File: src/rtl/id_pkg.sv
// Shared decode definitions: opcodes, instruction field slices, control bundle.
// Latency: n/a (types and constants only).
// Backpressure: n/a.
package id_pkg;

    localparam logic [3:0] OP_RTYPE = 4'b0000;
    localparam logic [3:0] OP_LW    = 4'b1000;
    localparam logic [3:0] OP_SW    = 4'b1011;
    localparam logic [3:0] OP_BEQ   = 4'b0100;
    localparam logic [3:0] OP_JMP   = 4'b1100;

    // Instruction field positions
    localparam int OP_HI  = 15;
    localparam int OP_LO  = 12;
    localparam int R1_HI  = 11;
    localparam int R1_LO  = 8;
    localparam int R2_HI  = 7;
    localparam int R2_LO  = 4;
    localparam int F_HI   = 3;
    localparam int F_LO   = 0;
    localparam int JMP_HI = 11;

    // Control bundle carried in ID/EX; all-zero is a bubble
    typedef struct packed {
        logic valid;
        logic mem_rd;
        logic mem_wr;
        logic reg_we;
        logic branch;
        logic jump;
    } ctrl_t;

    localparam ctrl_t CTRL_BUBBLE = '0;

endpackage

File: src/rtl/reg_file_16x16.sv
// Register file: two async read ports, one sync write port, R0 hardwired to zero.
// Latency: reads combinational with same-cycle write bypass; writes land on the next edge.
// Backpressure: none; a write is accepted whenever wb_we is high.
module reg_file_16x16 #(
    parameter int DATA_W = 16,
    parameter int REG_AW = 4
) (
    input  logic              clk,
    input  logic              rst,
    input  logic              we,
    input  logic [REG_AW-1:0] waddr,
    input  logic [DATA_W-1:0] wdata,
    input  logic [REG_AW-1:0] raddr_a,
    input  logic [REG_AW-1:0] raddr_b,
    output logic [DATA_W-1:0] rdata_a,
    output logic [DATA_W-1:0] rdata_b
);

    localparam int NREG = 2 ** REG_AW;

    logic [DATA_W-1:0] mem [1:NREG-1];

    // Storage for R1..R(N-1); R0 has no storage so writes to it vanish
    always_ff @(posedge clk or negedge rst) begin
        if (!rst) begin
            for (int i = 1; i < NREG; i++) mem[i] <= '0;
        end else if (we && waddr != '0) begin
            mem[waddr] <= wdata;
        end
    end

    // Read with writeback bypass so decode sees the value being written this cycle
    always_comb begin
        rdata_a = '0;
        rdata_b = '0;
        if (raddr_a != '0) rdata_a = (we && waddr == raddr_a) ? wdata : mem[raddr_a];
        if (raddr_b != '0) rdata_b = (we && waddr == raddr_b) ? wdata : mem[raddr_b];
    end

endmodule

File: src/rtl/id_ex_stage.sv
// Decode stage: decodes IF/ID, reads registers, detects load-use, registers ID/EX.
// Latency: one cycle from instr_in to ex_*; stall_out is combinational.
// Backpressure: stall_out holds PC and IF/ID for one cycle on a load-use dependency.
// Optional ID_ILLEGAL_TRAP_EN: registers a one-cycle illegal_out pulse on illegal opcodes.
module id_ex_stage
    import id_pkg::*;
#(
    parameter int DATA_W = 16,
    parameter int REG_AW = 4
) (
    input  logic              clk,
    input  logic              rst,
    input  logic              flush,
    input  logic [15:0]       instr_in,
    input  logic [15:0]       pc_in,
    input  logic              valid_in,
    input  logic              wb_we,
    input  logic [REG_AW-1:0] wb_addr,
    input  logic [DATA_W-1:0] wb_data,
    output logic              stall_out,
    output logic              ex_valid,
    output logic [3:0]        ex_op,
    output logic [3:0]        ex_func,
    output logic [REG_AW-1:0] ex_rd,
    output logic [DATA_W-1:0] ex_a,
    output logic [DATA_W-1:0] ex_b,
    output logic [DATA_W-1:0] ex_imm,
    output logic [15:0]       ex_pc,
    output logic              ex_mem_rd,
    output logic              ex_mem_wr,
    output logic              ex_reg_we,
    output logic              ex_branch,
    output logic              ex_jump,
    output logic              illegal_out
);

    logic [3:0]        op;
    logic [REG_AW-1:0] r1;
    logic [REG_AW-1:0] r2;
    logic [3:0]        f;
    logic [DATA_W-1:0] rd1;
    logic [DATA_W-1:0] rd2;

    assign op = instr_in[OP_HI:OP_LO];
    assign r1 = instr_in[R1_HI:R1_LO];
    assign r2 = instr_in[R2_HI:R2_LO];
    assign f  = instr_in[F_HI:F_LO];

    // Port A always reads r1, port B always reads r2; decode steers them to A/B
    reg_file_16x16 #(.DATA_W(DATA_W), .REG_AW(REG_AW)) u_rf (
        .clk     (clk),
        .rst     (rst),
        .we      (wb_we),
        .waddr   (wb_addr),
        .wdata   (wb_data),
        .raddr_a (r1),
        .raddr_b (r2),
        .rdata_a (rd1),
        .rdata_b (rd2)
    );

    ctrl_t             d_ctrl;
    logic [DATA_W-1:0] d_a, d_b, d_imm;
    logic [REG_AW-1:0] d_rd;
    logic [3:0]        d_func;
    logic              use_r1, use_r2, legal;

    // Per-opcode decode; fields an opcode does not define stay zero
    always_comb begin
        d_ctrl = CTRL_BUBBLE;
        d_a    = '0;
        d_b    = '0;
        d_imm  = '0;
        d_rd   = '0;
        d_func = '0;
        use_r1 = 1'b0;
        use_r2 = 1'b0;
        legal  = 1'b1;
        case (op)
            OP_RTYPE: begin
                d_ctrl.reg_we = 1'b1;
                d_a = rd1; d_b = rd2; d_rd = r1; d_func = f;
                use_r1 = 1'b1; use_r2 = 1'b1;
            end
            OP_LW: begin
                d_ctrl.mem_rd = 1'b1; d_ctrl.reg_we = 1'b1;
                d_a = rd2; d_rd = r1;
                d_imm = {{(DATA_W-4){f[3]}}, f};
                use_r2 = 1'b1;
            end
            OP_SW: begin
                d_ctrl.mem_wr = 1'b1;
                d_a = rd2; d_b = rd1;
                d_imm = {{(DATA_W-4){f[3]}}, f};
                use_r1 = 1'b1; use_r2 = 1'b1;
            end
            OP_BEQ: begin
                d_ctrl.branch = 1'b1;
                d_a = rd1; d_b = rd2;
                d_imm = {{(DATA_W-4){f[3]}}, f};
                use_r1 = 1'b1; use_r2 = 1'b1;
            end
            OP_JMP: begin
                d_ctrl.jump = 1'b1;
                d_imm = {{(DATA_W-12){instr_in[JMP_HI]}}, instr_in[JMP_HI:0]};
            end
            default: legal = 1'b0;
        endcase
        d_ctrl.valid = legal;
    end

    ctrl_t ex_ctrl;
    logic  load;

    assign ex_valid  = ex_ctrl.valid;
    assign ex_mem_rd = ex_ctrl.mem_rd;
    assign ex_mem_wr = ex_ctrl.mem_wr;
    assign ex_reg_we = ex_ctrl.reg_we;
    assign ex_branch = ex_ctrl.branch;
    assign ex_jump   = ex_ctrl.jump;

    // Load-use: the load in EX produces a register this instruction reads
    assign stall_out = valid_in & ex_valid & ex_mem_rd & (ex_rd != '0) &
                       ((use_r1 & (r1 == ex_rd)) | (use_r2 & (r2 == ex_rd))) & ~flush;

    assign load = valid_in & legal & ~flush & ~stall_out;

    // ID/EX register: decoded instruction or an all-zero bubble
    always_ff @(posedge clk or negedge rst) begin
        if (!rst) begin
            ex_ctrl <= CTRL_BUBBLE;
            ex_op   <= '0;
            ex_func <= '0;
            ex_rd   <= '0;
            ex_a    <= '0;
            ex_b    <= '0;
            ex_imm  <= '0;
            ex_pc   <= '0;
        end else if (load) begin
            ex_ctrl <= d_ctrl;
            ex_op   <= op;
            ex_func <= d_func;
            ex_rd   <= d_rd;
            ex_a    <= d_a;
            ex_b    <= d_b;
            ex_imm  <= d_imm;
            ex_pc   <= pc_in;
        end else begin
            ex_ctrl <= CTRL_BUBBLE;
            ex_op   <= '0;
            ex_func <= '0;
            ex_rd   <= '0;
            ex_a    <= '0;
            ex_b    <= '0;
            ex_imm  <= '0;
            ex_pc   <= '0;
        end
    end

`ifdef ID_ILLEGAL_TRAP_EN
    logic illegal_q;

    // One-cycle trap pulse, registered alongside the bubble it replaces
    always_ff @(posedge clk or negedge rst) begin
        if (!rst) illegal_q <= 1'b0;
        else      illegal_q <= valid_in & ~legal & ~flush & ~stall_out;
    end

    assign illegal_out = illegal_q;
`else
    assign illegal_out = 1'b0;
`endif

endmodule

File: config.mk
export PLATFORM = sky130hd
export DESIGN_NAME = id_ex_stage
export DESIGN_NICKNAME = d
export VERILOG_FILES = /design/src/rtl/id_pkg.sv /design/src/rtl/reg_file_16x16.sv /design/src/rtl/id_ex_stage.sv
export SDC_FILE = /design/constraint.sdc
export NUM_CORES = 1
export LEC_CHECK = 0
export CORE_ASPECT_RATIO = 1.2
export CORE_MARGIN = 2
export CORE_UTILIZATION = 55
export CTS_CLUSTER_SIZE = 20
export DETAILED_ROUTE_END_ITERATION = 8
export GPL_TIMING_DRIVEN = 0
export PLACE_DENSITY = 0.83
export SYNTH_ARGS = -nofsm -noshare
export SYNTH_HDL_FRONTEND = slang
export SYNTH_SLANG_ARGS = --single-unit
File: constraint.sdc
create_clock -name clk -period 2.9 [get_ports clk]
set_input_delay 0.87 -clock clk [delete_from_list [all_inputs] [get_ports clk]]
set_output_delay 0.87 -clock clk [all_outputs]
set_load 0.005 [all_outputs]
# == Yosys cells after proc, flatten, opt, wreduce, memory -nomap -nowiden ==
# Index checks and enable logic that the tools add are counted.
# classes
addsub,0
mul,0
div,0
magnitude_cmp,4
n_eq_ne,8
shift,0
muxes,34
bitwise,16
n_reduce_logical,16
# op_table
operator,count
$bwmux W240,1
$mux W16,13
$bmux W16 S4,2
$pmux W16 S2,3
$demux W16 S4,1
$mux W4,5
$eq A4 B4 Y1,4
$reduce_bool A4 Y1,4
$ge A5 B5 Y1 const B,3
$not A4 Y5,3
$eq A4 B4 Y1 const B,3
$and A1 B1 Y1,10
$mux W1,8
$mux W6,1
$reduce_or A2 Y1,3
$reduce_or A3 Y1,2
$lt A5 B1 Y1 const B,1
$reduce_or A5 Y1,1
$eq A4 B3 Y1 const B,1
$logic_and A1 B1 Y1,4
$logic_not A4 Y1,1
$reduce_or A4 Y1,1
$not A1 Y1,2
$or A1 B1 Y1,1
# totals
register_bits,322
latchBits,0
mem_bits_rw,0
rom_bits,0
input_bits,57
output_inout_bits,84
wordCells,106
mem_count,0

# == Logic depth before layout (Yosys ltp) ==
# logic_depth
ltp_word,10
depth_mapped,9
mapped_depth_nobuf,5

# == Cells and area by module ==
# Synthesis repeated with hierarchy kept, for this count alone.
# hier_totals
hier_cells,1297
area_unflattened_um2,16533.4
# by_module_without_submodules
mod,instances,cells_each,area_per_inst_um2,seq_area_each_um2
reg_file_16x16,1,1036,13494.2,6005.8
id_ex_stage,1,261,3039.2,1951.9

# == Worst setup path before layout ==
# Ideal clock, no wire load.
# synth_timing
kind,input-to-output
from,input port instr_in[6]
to,output port stall_out
arrival_time_ps,1909
t_required_ps,2030
setup_slack_ps,121
path_stages,5
n_path_buf,1
cell_sequence,buf_2 > xor2_1 > nor4_1 > a22oi_1 > nor2b_1
# synth_between
elab_chain_cells,5
# synth_lines
element,line_no,source
"start, declared",id_ex_stage.sv:14,"input logic [15:0] instr_in,"
$eq A4 B4 Y1,id_ex_stage.sv:124,((use_r1 & (r1 == ex_rd)) | (use_r2 & (r2 == ex_rd))) & ~flush;
$and A1 B1 Y1,id_ex_stage.sv:124,
$or A1 B1 Y1,id_ex_stage.sv:124,
$and A1 B1 Y1,id_ex_stage.sv:123,assign stall_out = valid_in & ex_valid & ex_mem_rd & (ex_rd != '0) &
$and A1 B1 Y1,id_ex_stage.sv:124,
"end, declared",id_ex_stage.sv:20,"output logic stall_out,"
# Every way passes these cells.

# == Worst setup path in the final report ==
# layout_timing
from,input port wb_addr[2]
to,register u_rf.mem[58] (netlist bit)
# layout_between
elab_chain_cells,6
word_cells_on_any_way,9
cone_classes,order compare: 2; mux: 3; bitwise: 1; reduce/logical: 3
# layout_lines
element,line_no,source
"start, declared",id_ex_stage.sv:18,"input logic [REG_AW-1:0] wb_addr,"
$not A4 Y5 (implied by the code),reg_file_16x16.sv:28,mem[waddr] <= wdata;
$ge A5 B5 Y1 (implied by the code) or $lt A5 B1 Y1 (tied branches),reg_file_16x16.sv:28,
$logic_and A1 B1 Y1 (implied by the code),reg_file_16x16.sv:28,
$mux W16 (implied by the code),reg_file_16x16.sv:28,
$demux W16 S4,reg_file_16x16.sv:28,
$bwmux W240,reg_file_16x16.sv:28,
"end signal, assigned by index",reg_file_16x16.sv:28,
"end, declared",reg_file_16x16.sv:21,logic [DATA_W-1:0] mem [1:NREG-1];
# Parallel ways exist; a longest one is shown, timed or not.
# A chain may end at the register's enable or synchronous reset.

==> metrics.yaml <==
max-slew-margin-rel: 0.3397
most_common_cell_after_layout_fill_and_taps_aside: "dfrtp_1"
synthesis.area_um2: 16510
worst_path_most_repeated_cell: "buf_2"
drv_slew: 0
dr.first_iter.drc_count: 1374
cellInternalPower_mw: 9.538
ios: 141
power_frac_seq: 0.448
route.final.wire_length_mm: 51.92
postSynthNetCount: 1304
grt.total_usage: 0.3328
firstDrtPassIters: 6
critical_path.slowest_cell: "nor3_2"
power.density_nw_per_um2: 662.1
failed_checks: "setup timing"
layout_setup_ws_ps: -53.70
tritoncts: "done"
layout.cells.most_common_list: "dfrtp_1 (318), mux2_2 (243), clkdlybuf4s50_1 (123)"
critical_path_peak_fanout: 10
antenna_left: 0
floorplan.rows: 69
via_total_after_detailed_routing: 12440
slowest_delay_ps: 740
drt-wirelength-per-cell_um: 28.32
run_status: "complete, but fails checks"
final_min_period_over_clock_period: 1.019
die-width_um: 162.1
port_buffers: 132
peak_vdd_ir_uv: 357.9
timing.final.crit_period_ps: 2954
rsz0062_at_grt: "true"
number_of_global_route_vias_before_repair: 13130
avgSynthCellArea_um2: 13.24
async_reset_ff_frac: 1.000
timing_worst_slew_pin_value_ps: 985.1
crit_path_cell_trace: "clkdlybuf4s50_1 > buf_2 > nand2_1 > nor3_2 > buf_2 > mux2_2"
p_sw_mw: 3.523
maximum_number_of_pins_on_one_net_before_global_route_repair: 130
number_of_maximum_capacitance_constraint_violations: 0
design.core.area_um2: 29610
detailedPlace.worstSlack_ps: -1084
cts.path.max_buffers: 3
setup.worst_path.end_class: "flop"
worst_setup_path_start_kind: "input pin"
remaining_drc_errors: 0
p_leak_nw: 8.492
fin_worst_skew_ps: 22.23
finalNetCount: 1477
synth.ff_latch_count: 318
reg2reg_depth: 7
cts_root_buf: "clkbuf_16"
syn_inst: 1247
antenna_violations_before_repair: 0
drive_above_1_share: 0.3514
critPathRequiredTime_ps: 3330
finalWeightedCongestion: 0.9272
initial_core_utilization: 0.5574
signal_arrival_time_at_the_worst_endpoint_ps: 3390
synthesis_to_finish_area_growth_pct: 19.52
timing_hold_violations_final: 0
synth_edf_count: 0
final-setup-viol-count: 33
yosys_warnings: 0
antenna-diode-count: 0
worstSetupPathType: "in2reg"
htree_num_levels: 1
dieArea_um2: 31420
clk_transition_reported_paths_ps: 60
synth_flop_cell: "dfrtp_1"
cts_made_buffers: 31
die-height_um: 193.8
power_frac_clock: 0.348
final_core_utilization: 0.6662
globalRouteOverflowTotal: 0
synth_cell_types: 64
tritoncts_num_sinks: 318
vias_per_cell: 6.786
clock_latency_ps: 570
clock.fmax_ghz: 0.3386
grt_first_pass_wirelength_mm: 78.72
power.switching_fraction: 0.2697
comb_power_share: 0.205
detailed_place_hpwl_mm: 35.32
worst_hold_path_type: "in2async"
synth_sequential_area_ratio: 0.4821
through the flow:
step / setup TNS (ps) / power [mW] / hold WS [ps] / area [um^2] / cells
after floorplan: 0 / 7.592 / 460.4 / 16510 / 1247
after global placement: -4003250 / 8.299 / 475.3 / 18320 / 1769
after detailed placement: -117560 / 8.468 / 493.5 / 18380 / 1771
after CTS: -178.8 / 12.99 / 408.1 / 19650 / 1831
after global routing: -1390 / 13.52 / 456.6 / 19730 / 1833
final: -843.5 / 13.06 / 380.8 / 19730 / 1833
worst paths after layout:
check                                       endpoint  slack (ps)                       from
max reg2reg                        ex_b[9]$_DFF_PN0_         290         ex_rd[0]$_DFF_PN0_
min reg2reg                u_rf.mem[164]$_DFFE_PN0P_         510  u_rf.mem[164]$_DFFE_PN0P_
max in group asynchronous   u_rf.mem[29]$_DFFE_PN0P_        1400                        rst
min in group clk           u_rf.mem[164]$_DFFE_PN0P_         510  u_rf.mem[164]$_DFFE_PN0P_
max                         u_rf.mem[58]$_DFFE_PN0P_         -50                 wb_addr[2]
min                              ex_reg_we$_DFF_PN0_         380                        rst
power by group through the flow:
stage               sequential [mW]  clock [mW]  combinational [mW]
floorplan                      5.66           0                1.94
global route                   5.92        4.76                2.84
global placement               5.81           0                2.49
detailed placement             5.88           0                2.59
finish                         5.85        4.54                2.67
CTS                            5.81        4.56                2.63
per-layer routing:
layer	GRT usage	share of wire	vias to the layer above
met5	0	0	-
met4	0.2347	0.076	0
met3	0.07358	0.11	295
met2	0.5325	0.47	968
met1	0.3995	0.35	6107
li1	-	-	5068
cells by family (layout without fill, tap and decap cells):
logic type,after synthesis,after routing,synth area share
DFF,318,318,0.4821
buffers and inverters,134,330,0.04298
muxes,370,370,0.3138
other,1,1,0.0002272
xor gates and xnor gates,17,17,0.009021
AOI/OAI and AO/OA,198,198,0.08240
and+or+nand+nor,209,209,0.06944
what timing repair did:
item                       in CTS  in global routing
setup endpoints to repair      47                102
setup buffers                   4                  3
gates cloned                    0                  0
pin swaps                       4                  4
resized for setup              31                 30
hold buffers                    0                  0
area by class of cell:
| cell class | count | area (um^2) |
|---|---|---|
| Fill cell | 2082 | 9884 |
| Timing Repair Buffer | 141 | 1434 |
| Buffer | 119 | 688.2 |
| Clock buffer | 42 | 897.1 |
| Multi-Input combinational cell | 795 | 7959 |
| Clock inverter | 14 | 251.5 |
| Inverter | 14 | 52.55 |
| Tap cell | 390 | 488.0 |
| Sequential cell | 318 | 7958 |
registers in the layout, indices dropped and copies added, names as in the netlist, 4 cells and up:
| name | flops |
|---|---|
| ex_pc | 16 |
| ex_b | 16 |
| ex_func | 4 |
| ex_imm | 12 |
| ex_rd | 4 |
| ex_op | 4 |
| ex_a | 16 |
| u_rf.mem | 240 |
critical path: cells and delay by family:
| family | cells | cell delay [ps] |
|---|---|---|
| muxes | 1 | 390 |
| and+or+nand+nor | 2 | 920 |
| buffers and inverters | 3 | 1190 |
synth_stat cells, drive strengths merged (2+ instances only):
master,count,area (um^2)
o22a,7,61.31
buf,75,488.0
and2,8,50.05
a22o,7,61.31
xnor2,9,78.83
nand3,6,30.03
a21oi,14,70.07
o211ai,7,52.55
or3b,2,17.52
or3,9,56.30
a22oi,10,75.07
mux4,88,2031
nor2b,13,81.33
xor2,8,70.07
nor3b,7,63.81
a221oi,15,131.4
nand3b,4,33.78
nand2b,13,88.83
a2111oi,3,32.53
dfrtp,318,7958
o21ai,54,270.3
and3,21,131.4
o22ai,33,206.5
or2,6,37.54
nor2,16,65.06
o31a,3,26.28
mux2,249,2819
inv,14,52.55
o32ai,8,85.08
o221ai,9,78.83
nor3,25,140.1
clkbuf,45,168.9
a31o,5,43.79
mux2i,33,330.3
nor4,8,56.30
nand2,68,260.3
a31oi,18,112.6
Note: power is estimated with default switching activity, not from simulation.
==> edit: new RTL, same flow settings <==
The option `ID_ILLEGAL_TRAP_EN` is turned on by a define.
--- a/src/rtl/id_ex_stage.sv
+++ b/src/rtl/id_ex_stage.sv
@@ -4,2 +4,4 @@
 // Optional ID_ILLEGAL_TRAP_EN: registers a one-cycle illegal_out pulse on illegal opcodes.
+`define ID_ILLEGAL_TRAP_EN
+
 module id_ex_stage
Behaviour: not the same (Yosys sat finds a counterexample within 4 cycles, from zero or initial values and one cycle with rst low).
==> edit against the unedited design <==
  * Synthesized cell count down 11%
  * Sequential cell count is 1 higher
  * Synthesized area fell by 1.3%
  * Worst hold slack got worse by 210 ps
  * Routed wire length decreased by 11%
  * Clock skew shrank 6.1 ps
  * Cell count decreased by 7.1%
  * Global-route usage decreased by 2.7 points
  * Combinational power grew 2%
  * Power shrank 1.3%
  * Non-clock buffer count decreased by 11
  * Largest cell class is now sequential cells
  * Worst setup slack better by 130 ps
  * Highest routed layer unchanged
  * Cell area is 1.6% lower
  * Critical path type is now in -> out
  * Core utilization shrank 0.52 points
==> edit: results (changes against the unedited design) <==
Route
  – WL final: 46.37 mm (-11%)
  – WL met2: 22.41 mm (-8.3%)
  – Drt pass-1 iters: 7 (+1)
  – Routed vias: 11260 (-9.5%)

Synthesis
  – Syn avg cell area: 14.64 sq um (+11%)
  – Synth unique cells: 62 (-3.1%)
  – Syn nets: 1170 (-10%)
  – Synth top area cells: dfrtp_1, mux2_2, mux4_2, mux4_1, mux2i_1
  – Post-synth top cells: dfrtp_1, mux2_2, mux4_2, clkbuf_1, o22ai_1

Placement
  – Cell count after placement: 1639 (-7.5%)
  – Gpl congestion: 0.9752 (+5.2%)
  – Port Buffer Count: 133 (+0.76%)
  – DPL Wire Length: 33.32 mm (-5.7%)

Setup path
  – CP Launch Point: valid_in
  – Slowest-stage cell, CP: clkdlybuf4s50_1
  – WP data arrival: 1960 ps (-1430 ps)
  – Crit path max fanout: 2 (-8)

Layout
  – Nets: 1346 (-8.9%)
  – Fill cell total of the finished layout: 1953 (-6.2%)
  – Share of post-route cells with drive strength above 1: 39.91% (+4.8 points)

GRT
  – Gr usage total: 30.63% (-2.7 points)
  – First-pass GRT wire length: 71.72 mm (-8.9%)
  – Met1 Track Usage GR: 38.83% (-1.1 points)
  – Met3 GRT Util: 6.813% (-0.55 points)

Power and ir drop
  – Maximum vdd drop: 0.4518 mV (+26%)
  – Static Leak: 8.419 nW (-0.86%)

Clock tree
  – CTS Buf Count: 30 (-3.2%)

STA
  – Clock Skews: 16.12 ps (-6.117 ps)
  – Worst Tran Pin Value: 794.7 ps (-190.4 ps)

Status
  – Outcome: finished clean
edit: power groups by stage:
stage | logic (mW) | clock network, mW | registers, mW
final | 2.73 | 4.31 | 5.86
after global routing | 2.90 | 4.53 | 5.94
after CTS | 2.69 | 4.31 | 5.83
after detailed placement | 2.66 | 0 | 5.89
after global placement | 2.55 | 0 | 5.81
after floorplan | 1.97 | 0 | 5.68
edit: stage by stage:
step,cell area [sq um],hold WS [ps],util [%]
5_1_grt,19400,185.1,66.10
3_5_place_dp,18210,510.0,62.02
3_3_place_gp,18120,494.9,61.72
2_1_floorplan,16300,486.1,-
6_report,19400,167.2,66.10
4_1_cts,19400,185.3,66.10
edit: what timing repair did:
item | in CTS | in global routing
pin swaps | 5 | 2
setup buffers | 8 | 0
cloned | 0 | 0
resized for setup | 40 | 3
setup endpoints to repair | 12 | 21
edit: cell families after synthesis:
| logic type | count (synthesis) | synth area share, % |
|---|---|---|
| AOI/OAI and AO/OA | 128 | 5.735 |
| xor gates and xnor gates | 17 | 0.9135 |
| buffers and inverters | 108 | 3.954 |
| DFF | 319 | 48.98 |
| muxes | 411 | 35.81 |
| and+or+nand+nor | 130 | 4.606 |
edit: layout make-up:
cell class | count | area share [%]
tap | 390 | 2.515
multi-input combinational | 686 | 39.80
clock buffer | 45 | 4.785
sequential | 319 | 41.15
buffer | 105 | 3.282
inverter | 3 | 0.05803
clock inverter | 11 | 0.8641
timing repair buffer | 144 | 7.544
edit: path summary, 6_finish.rpt:
path	to	slack, ps	cells after the start
max	stall_out	70	5
min	ex_pc[6]	170	1
max reg2reg	ex_b[9]	440	8
min reg2reg	u_rf.mem[151]	530	1
max in group asynchronous	u_rf.mem[1]	1040	4
min in group clk	u_rf.mem[151]	530	1
